==> config.mk <==
export PLATFORM = sky130hd
export DESIGN_NAME = lcd_cmd_arbiter
export DESIGN_NICKNAME = d
export VERILOG_FILES = /design/src/rtl/lcd_cmd_arbiter.sv
export SDC_FILE = /design/constraint.sdc
export NUM_CORES = 1
export LEC_CHECK = 0
export CORE_AREA = 4 4 78 80
export DETAILED_ROUTE_END_ITERATION = 16
export DIE_AREA = 0 0 82 84
export GPL_ROUTABILITY_DRIVEN = 0
export GPL_TIMING_DRIVEN = 0
export HOLD_SLACK_MARGIN = 0.03
export MAX_ROUTING_LAYER = met4
export SETUP_SLACK_MARGIN = 0.02
export SLEW_MARGIN = 0
export SYNTH_ARGS = -nofsm -noshare
export SYNTH_HDL_FRONTEND = slang
export SYNTH_SLANG_ARGS = --single-unit
==> constraint.sdc <==
create_clock -name iCLK -period 2 [get_ports iCLK]
set_input_delay 0.2 -clock iCLK [delete_from_list [all_inputs] [get_ports iCLK]]
set_output_delay 0.2 -clock iCLK [all_outputs]
set_load 0.05 [all_outputs]
==> src/rtl/lcd_cmd_arbiter.sv <==
// lcd_cmd_arbiter: shares the LCD controller's host byte port between two requesters.
// Bursts lock the port to their owner; every byte runs start/done and a settle delay.
module lcd_cmd_arbiter #(
  parameter int DLY_CYCLES = 16382,
  parameter int DLY_W      = 18
) (
  input  logic       iCLK,
  input  logic       iRST,
  input  logic       iREQ0_VALID,
  input  logic [8:0] iREQ0_DATA,
  input  logic       iREQ0_LAST,
  output logic       oREQ0_ACK,
  input  logic       iREQ1_VALID,
  input  logic [8:0] iREQ1_DATA,
  input  logic       iREQ1_LAST,
  output logic       oREQ1_ACK,
  output logic [7:0] oLCD_DATA,
  output logic       oLCD_RS,
  output logic       oLCD_START,
  input  logic       iLCD_DONE,
  output logic [1:0] oGRANT,
  output logic       oBUSY
);

  typedef enum logic [1:0] {
    ST_IDLE      = 2'd0,
    ST_ISSUE     = 2'd1,
    ST_WAIT_DONE = 2'd2,
    ST_SETTLE    = 2'd3
  } state_t;

  // A zero delay still spends one cycle in SETTLE.
  localparam logic [DLY_W-1:0] LP_CNT_LAST =
    (DLY_CYCLES == 0) ? {DLY_W{1'b0}} : DLY_W'(DLY_CYCLES - 1);

  state_t           r_state;
  logic             r_lock;
  logic             r_owner;
  logic             r_last_grant;
  logic [DLY_W-1:0] r_cnt;
  logic             r_ack0;
  logic             r_ack1;
  logic [7:0]       r_lcd_data;
  logic             r_lcd_rs;
  logic             r_start;
  logic [1:0]       r_grant;
  logic             r_busy;

  logic             w_win_valid;
  logic             w_win_sel;
  logic [8:0]       w_win_data;
  logic             w_win_last;
  logic             w_settle_done;

  // Winner selection: a locked owner excludes the other side, otherwise round robin on ties.
  always_comb begin
    w_win_valid = 1'b0;
    w_win_sel   = 1'b0;
    if (r_lock) begin
      w_win_sel   = r_owner;
      w_win_valid = r_owner ? iREQ1_VALID : iREQ0_VALID;
    end else if (iREQ0_VALID && iREQ1_VALID) begin
      w_win_valid = 1'b1;
      w_win_sel   = ~r_last_grant;
    end else if (iREQ0_VALID || iREQ1_VALID) begin
      w_win_valid = 1'b1;
      w_win_sel   = iREQ1_VALID;
    end else begin
      w_win_valid = 1'b0;
      w_win_sel   = 1'b0;
    end
  end

  assign w_win_data    = w_win_sel ? iREQ1_DATA : iREQ0_DATA;
  assign w_win_last    = w_win_sel ? iREQ1_LAST : iREQ0_LAST;
  assign w_settle_done = (DLY_CYCLES == 0) || (r_cnt == LP_CNT_LAST);

  always_ff @(posedge iCLK) begin
    if (iRST) begin
      r_state      <= ST_IDLE;
      r_lock       <= 1'b0;
      r_owner      <= 1'b0;
      r_last_grant <= 1'b1;
      r_cnt        <= {DLY_W{1'b0}};
      r_ack0       <= 1'b0;
      r_ack1       <= 1'b0;
      r_lcd_data   <= 8'h00;
      r_lcd_rs     <= 1'b0;
      r_start      <= 1'b0;
      r_grant      <= 2'b00;
      r_busy       <= 1'b0;
    end else begin
      case (r_state)
        ST_IDLE: begin
          if (w_win_valid) begin
            r_lcd_data   <= w_win_data[7:0];
            r_lcd_rs     <= w_win_data[8];
            r_ack0       <= ~w_win_sel;
            r_ack1       <= w_win_sel;
            r_grant      <= w_win_sel ? 2'b10 : 2'b01;
            r_owner      <= w_win_sel;
            r_last_grant <= w_win_sel;
            r_lock       <= ~w_win_last;
            r_busy       <= 1'b1;
            r_state      <= ST_ISSUE;
          end
        end
        ST_ISSUE: begin
          r_ack0  <= 1'b0;
          r_ack1  <= 1'b0;
          r_start <= 1'b1;
          r_state <= ST_WAIT_DONE;
        end
        ST_WAIT_DONE: begin
          if (iLCD_DONE) begin
            r_start <= 1'b0;
            r_cnt   <= {DLY_W{1'b0}};
            r_state <= ST_SETTLE;
          end
        end
        ST_SETTLE: begin
          r_cnt <= r_cnt + DLY_W'(1);
          // The grant survives into IDLE only while a burst is still locked.
          if (w_settle_done) begin
            r_state <= ST_IDLE;
            r_busy  <= r_lock;
            if (!r_lock) begin
              r_grant <= 2'b00;
            end
          end
        end
        default: r_state <= ST_IDLE;
      endcase
    end
  end

  assign oREQ0_ACK  = r_ack0;
  assign oREQ1_ACK  = r_ack1;
  assign oLCD_DATA  = r_lcd_data;
  assign oLCD_RS    = r_lcd_rs;
  assign oLCD_START = r_start;
  assign oGRANT     = r_grant;
  assign oBUSY      = r_busy;

endmodule

==> results.txt, run 1 <==
Post-Synth XOR/XNOR Area: 5.25%
DR vias: 1,660
RSZ-0062 raised after global routing: true
Final core utilization: 47.5%
Crit-path max cell delay: 0.47 ns
Cell leakage power: 0.956 nW
Initial antenna violation count: 0
Ys async rst share: 0%
Core area: 0.00541 mm2
Synthesized cell area: 0.00184 mm2
EDFF count, synth: 0
Outcome: finished clean
CP max-delay cell: or4_1
Crit path kind: flop to flop
Number of global-route vias before repair: 1,557
CTS H-Tree Depth: 2
Crit share post-route: 95.7%
Synth Area in Simple Gates: 23.7%
Sequential area share after synthesis: 41.4%
CTS max path bufs: 2
Worst path cell trace: nand3_4 > or4_4 > o31a_1 > or4_1 > o211a_1
Initial DRC Count: 53
Number of antenna repair diodes: 0
Post-synthesis average cell area: 8.58 um2
GRT Util Overall: 13.4%
Share of layout cells above drive strength 1: 15.4%
# DRC: 0
CP Capture Type: flop
Area of the die: 0.00689 mm2
Chip height: 84 um
Total of max-cap violations: 0
Setup Skew: 0.00857 ns
DR WL/cell: 12.5 um
CTS Root Buffer Type: clkbuf_8
Hold Crit Class: flop to flop
Initial Util: 34.0%
First-pass GRT wire length: 7040 um
Compound-Gate Fraction of Synth Area: 12.6%
Setup ws final: 0.0866 ns
Worst EP arrival: 2.10 ns
DP HPWL: 3140 um
Reg-to-reg startpoint: r_cnt[4]
IO Pins: 40
Via density: 4.90
CTS tree: yes
Largest family of logic cells by synthesized area: simple AND/OR/NAND/NOR gates
Setup tns final: 0 ns
Ys flop type: dfxtp_1
Syn_nets: 246
Rows: 27
Drt first pass iters: 4
Area Overhead vs Synth: 39.8%
Congestion Overflow GR: 0
Non-Filler Instances: 339
Worst skew pair latency: 0.29 ns
Yosys cell types: 38
Final Hold Fails: 0
Reg clk slew, reported paths: 0.08 ns
Setup violators final: 0
Max frequency: 0.523 GHz
CTS Buf Count: 5
Crit path launch: r_cnt[4]
Maximum VDD drop: 0.770 mV
Crit start category: flop
Crit path required time: 2.19 ns
Slew HR: 65.3%
Antenna-violating nets left: 0
Worst-margin pin slew: 0.519 ns
Yosys warnings: 0
Place WS: -0.385 ns
Post-synthesis adder-cell area fraction: 4.77%
Minimum clock period: 1.91 ns
Hold path start: oREQ1_ACK
Total power: 3.10 mW
CP delay by family, top: simple AND/OR/NAND/NOR gates
CTS sink cnt: 38
Mapped Cells: 214
Cell total after placement: 325
PwrDens: 1210 mW/mm2
CP bufs+invs: 0
Fin. max-slew vios: 0
Largest net degree at the start of global routing: 12
IO buf count: 39
Die Width: 82 um
Final net count: 298
Crit path max fanout: 6
Mux cell area share after synthesis: 8.79%
Routed wire length: 4230 um
Synthesized flop and latch total: 38
Most frequent cells in the layout: nor2_1, clkdlybuf4s50_1, dfxtp_1
Commonest non-fill, non-tap cell in the layout: nor2_1
[routing by layer]
| layer | track usage (%) | vias to the layer above | share of wire (%) |
|---|---|---|---|
| li1 | - | 852 | - |
| met1 | 17.3 | 756 | 47 |
| met2 | 19.6 | 45 | 45 |
| met3 | 3.67 | 7 | 5.7 |
| met4 | 5.44 | 0 | 1.9 |
| met5 | - | - | 0 |
[cell type report]
class                           count  area (um2)
Buffer                              8        37.5
Clock buffer                        7        76.3
Clock inverter                      1        30.0
Fill cell                         568        2840
Inverter                            8        30.0
Multi-Input combinational cell    160        1090
Sequential cell                    38         779
Tap cell                           72        90.1
Timing Repair Buffer               45         435
[sequential cells by signal (all words and copies together), names as in the netlist]
signal        count
r_cnt            18
oLCD_DATA         8
oGRANT            2
r_state           2
oBUSY             1
oLCD_RS           1
oLCD_START        1
oREQ0_ACK         1
oREQ1_ACK         1
r_last_grant      1
r_lock            1
r_owner           1
[synth_stat cells, drive strengths merged (2+ instances only)]
cell type  instances  area share, %
or4                3            1.2
nor3               7            1.9
or3                3            1.0
o21ai             11            3.0
a21oi             10            2.7
nor2b              2           0.68
dfxtp             38             41
nor2              40            8.2
inv                8            1.6
clkbuf             5            1.0
nand4              3            1.0
mux2i             15            8.2
a211oi             9            3.7
xnor2              8            3.8
ha                 7            4.8
xor2               3            1.4
or3b               2           0.95
nand2             10            2.0
nand3              7            2.2
and3               3            1.0
buf                3           0.82
nor4               3            1.0
[cells by family after synthesis]
kind of cell | after synthesis
AOI/OAI and AO/OA | 37
DFF | 38
xor gates and xnor gates | 11
and+or+nand+nor | 89
buffers and inverters | 16
adders and majority gates | 7
muxes | 16
[repair_timing]
| action | CTS | global route |
|---|---|---|
| resized for setup | 16 | 14 |
| hold buffers | 0 | 0 |
| pin swaps | 2 | 1 |
| endpoints found under the setup margin | 15 | 29 |
| setup buffers | 5 | 1 |
[per-stage QoR]
step / hold WS [ns] / cell area [um2]
after floorplan: 0.354 / 1840
after global placement: 0.470 / 2320
after detailed placement: 0.470 / 2320
after CTS: 0.482 / 2530
after global routing: 0.515 / 2570
final: 0.478 / 2570
[path summary, 6_finish.rpt]
path / slack [ns] / cells after the start / to
worst max-delay path: 0.09 / 5 / r_state[0]
worst min-delay path: 0.48 / 2 / oREQ1_ACK
worst max register to register: 0.09 / 5 / r_state[0]
worst min register to register: 0.48 / 2 / oREQ1_ACK
[power by group]
group | total [mW] | internal [mW] | switching (mW)
registers | 1.02 | 0.912 | 0.106
clock network | 0.646 | 0.373 | 0.272
logic | 1.44 | 0.554 | 0.885
total | 3.10 | 1.84 | 1.26
[tightest hold or removal path, cell delays in order (launching register included)]
cell and delay, ns:
dfxtp_1 0.31, o21ai_0 0.06, a21oi_1 0.06
(Power assumes the default switching activity.)
==> inputs of run 2 (changes only) <==
--- a/config.mk
+++ b/config.mk
@@ -5,6 +5,7 @@
 export SDC_FILE = /design/constraint.sdc
 export NUM_CORES = 1
 export LEC_CHECK = 0
+export CAP_MARGIN = 5
 export CORE_AREA = 4 4 78 80
 export DETAILED_ROUTE_END_ITERATION = 16
 export DIE_AREA = 0 0 82 84
==> results of run 2 <==
Final layout, timing and power as in run 1 (identical DEF).
==> inputs of run 3 (changes only) <==
--- a/config.mk
+++ b/config.mk
@@ -6,13 +6,15 @@
 export NUM_CORES = 1
 export LEC_CHECK = 0
 export CAP_MARGIN = 5
-export CORE_AREA = 4 4 78 80
+export CORE_AREA = 4 4 73 75
+export CTS_BUF_LIST = sky130_fd_sc_hd__clkbuf_4 sky130_fd_sc_hd__clkbuf_8
 export DETAILED_ROUTE_END_ITERATION = 16
-export DIE_AREA = 0 0 82 84
+export DIE_AREA = 0 0 77 79
 export GPL_ROUTABILITY_DRIVEN = 0
 export GPL_TIMING_DRIVEN = 0
 export HOLD_SLACK_MARGIN = 0.03
 export MAX_ROUTING_LAYER = met4
+export PLACE_DENSITY = 0.67
 export SETUP_SLACK_MARGIN = 0.02
 export SLEW_MARGIN = 0
 export SYNTH_ARGS = -nofsm -noshare
==> results.txt, run 3 (synthesis results as in run 1) <==
Area Overhead vs Synth: 40.7%
Initial Util: 39.4% (+5.4 points)
GRT Util Overall: 14.1% (+0.70 points)
DR WL/cell: 12.9 um (+3.5%)
Die Width: 77 um (-6.1%)
Routed wire length: 4200 um (-0.73%)
Setup Skew: 0.00337 ns (-0.00520 ns)
Congestion Overflow GR: 0 (unchanged)
Crit path kind: flop to flop
CTS tree: yes
DP HPWL: 2940 um (-6.6%)
CTS Buf Count: 5 (unchanged)
CTS max path bufs: 2 (unchanged)
DR vias: 1,679 (+1.1%)
Minimum clock period: 1.98 ns (+0.0660 ns)
Initial DRC Count: 81 (+53%)
Hold Crit Class: flop to flop
Fin. max-slew vios: 0 (unchanged)
Total power: 3.02 mW (-2.7%)
Largest net degree at the start of global routing: 12 (unchanged)
CTS sink cnt: 38 (unchanged)
Maximum VDD drop: 0.671 mV (-13%)
Number of global-route vias before repair: 1,494 (-4.0%)
CTS H-Tree Depth: 2 (unchanged)
Initial antenna violation count: 0 (unchanged)
# DRC: 0 (unchanged)
CP Capture Type: flop
# hold bufs at CTS: 0 (unchanged)
Total of max-cap violations: 0 (unchanged)
Outcome: finished clean
Worst-margin pin slew: 0.527 ns (+0.00831 ns)
Commonest non-fill, non-tap cell in the layout: nor2_1
Cell total after placement: 307 (-5.5%)
Rows: 25 (-7.4%)
Area of the die: 0.00608 mm2 (-12%)
Crit path max fanout: 5 (-1)
Worst EP arrival: 2.16 ns (+0.06 ns)
Most frequent cells in the layout: nor2_1, clkdlybuf4s50_1, dfxtp_1
Slew HR: 64.9% (-0.45 points)
Number of antenna repair diodes: 0 (unchanged)
Final net count: 302 (+1.3%)
First-pass GRT wire length: 6670 um (-5.3%)
Setup violators final: 0 (unchanged)
Via density: 5.17 (+5.5%)
Most flops, register: r_cnt
RSZ-0062 raised after global routing: true
Setup tns final: 0 ns (unchanged)
IO Pins: 40 (unchanged)
Design area: 0.00258 mm2 (+0.58%)
Cell leakage power: 0.991 nW (+3.6%)
Antenna-violating nets left: 0 (unchanged)
Crit start category: flop
CTS Root Buffer Type: clkbuf_8
Final Hold Fails: 0 (unchanged)
Crit path required time: 2.18 ns (about the same)
Non-Filler Instances: 325 (-4.1%)
Max frequency: 0.505 GHz (-3.3%)
PwrDens: 1170 mW/mm2 (-3.2%)
Largest register FFs: 18 (unchanged)
Placed Area: 0.00230 mm2 (-0.97%)
Chip height: 79 um (-6.0%)
Crit share post-route: 99.0% (+3.3 points)
Worst skew pair latency: 0.29 ns (about the same)
Share of layout cells above drive strength 1: 18.5% (+3.1 points)
Drt first pass iters: 4 (unchanged)
IO buf count: 39 (unchanged)
Core area: 0.00466 mm2 (-14%)
Reg clk slew, reported paths: 0.07 ns (about the same)
==> run 3: worst max-delay path, stage by stage, from the launching register on <==
cell     delay, ns
dfxtp_4       0.38
nand2_4       0.05
or4_4         0.46
o31a_1        0.30
or4_1         0.54
o211a_1       0.14
==> run 3: report_power, final <==
group / switching [mW] / total [mW] / internal (mW)
Sequential: 0.102 / 1.01 / 0.912
Combinational: 0.893 / 1.45 / 0.554
Clock: 0.267 / 0.559 / 0.292
Total: 1.26 / 3.02 / 1.76
==> run 3: metal layers <==
layer | vias up | global-route usage [%] | share of wire, %
met5 | - | - | 0
met4 | 0 | 4.98 | 1.1
met1 | 766 | 16.7 | 47
li1 | 864 | - | -
met2 | 43 | 21.9 | 44
met3 | 6 | 5.67 | 7.3
==> run 3: final cells by class <==
cell class	instances	area [um2]
timing repair buffer	49	465
buffer	8	37.5
inverter	8	30.0
clock inverter	1	5.00
sequential	38	781
tap	54	67.6
multi-input combinational	160	1110
clock buffer	7	90.1
fill	432	2080
==> run 3: through the flow <==
step | worst slack (ns) | util, % | hold WS [ns]
after global routing | -0.0236 | 55.4 | 0.514
after CTS | 0.0176 | 53.2 | 0.481
final | 0.0206 | 55.4 | 0.474
after detailed placement | -0.290 | 49.3 | 0.470
after floorplan | 0.0156 | - | 0.354
after global placement | -0.277 | 49.3 | 0.468
==> run 3: worst paths after layout <==
check | from | end | slack, ns | cells after the start
worst max register to register | r_cnt[13] | r_state[0] | 0.02 | 5
worst min register to register | oGRANT[1] | oGRANT[1] | 0.47 | 2
worst max-delay path | r_cnt[13] | r_state[0] | 0.02 | 5
worst min-delay path | oGRANT[1] | oGRANT[1] | 0.47 | 2
==> run 3: what timing repair did <==
action                                  4_1_cts  5_1_grt
gates resized for setup                      15       18
setup buffers                                 5        5
endpoints found under the setup margin       15       27
pin swaps                                     2        4
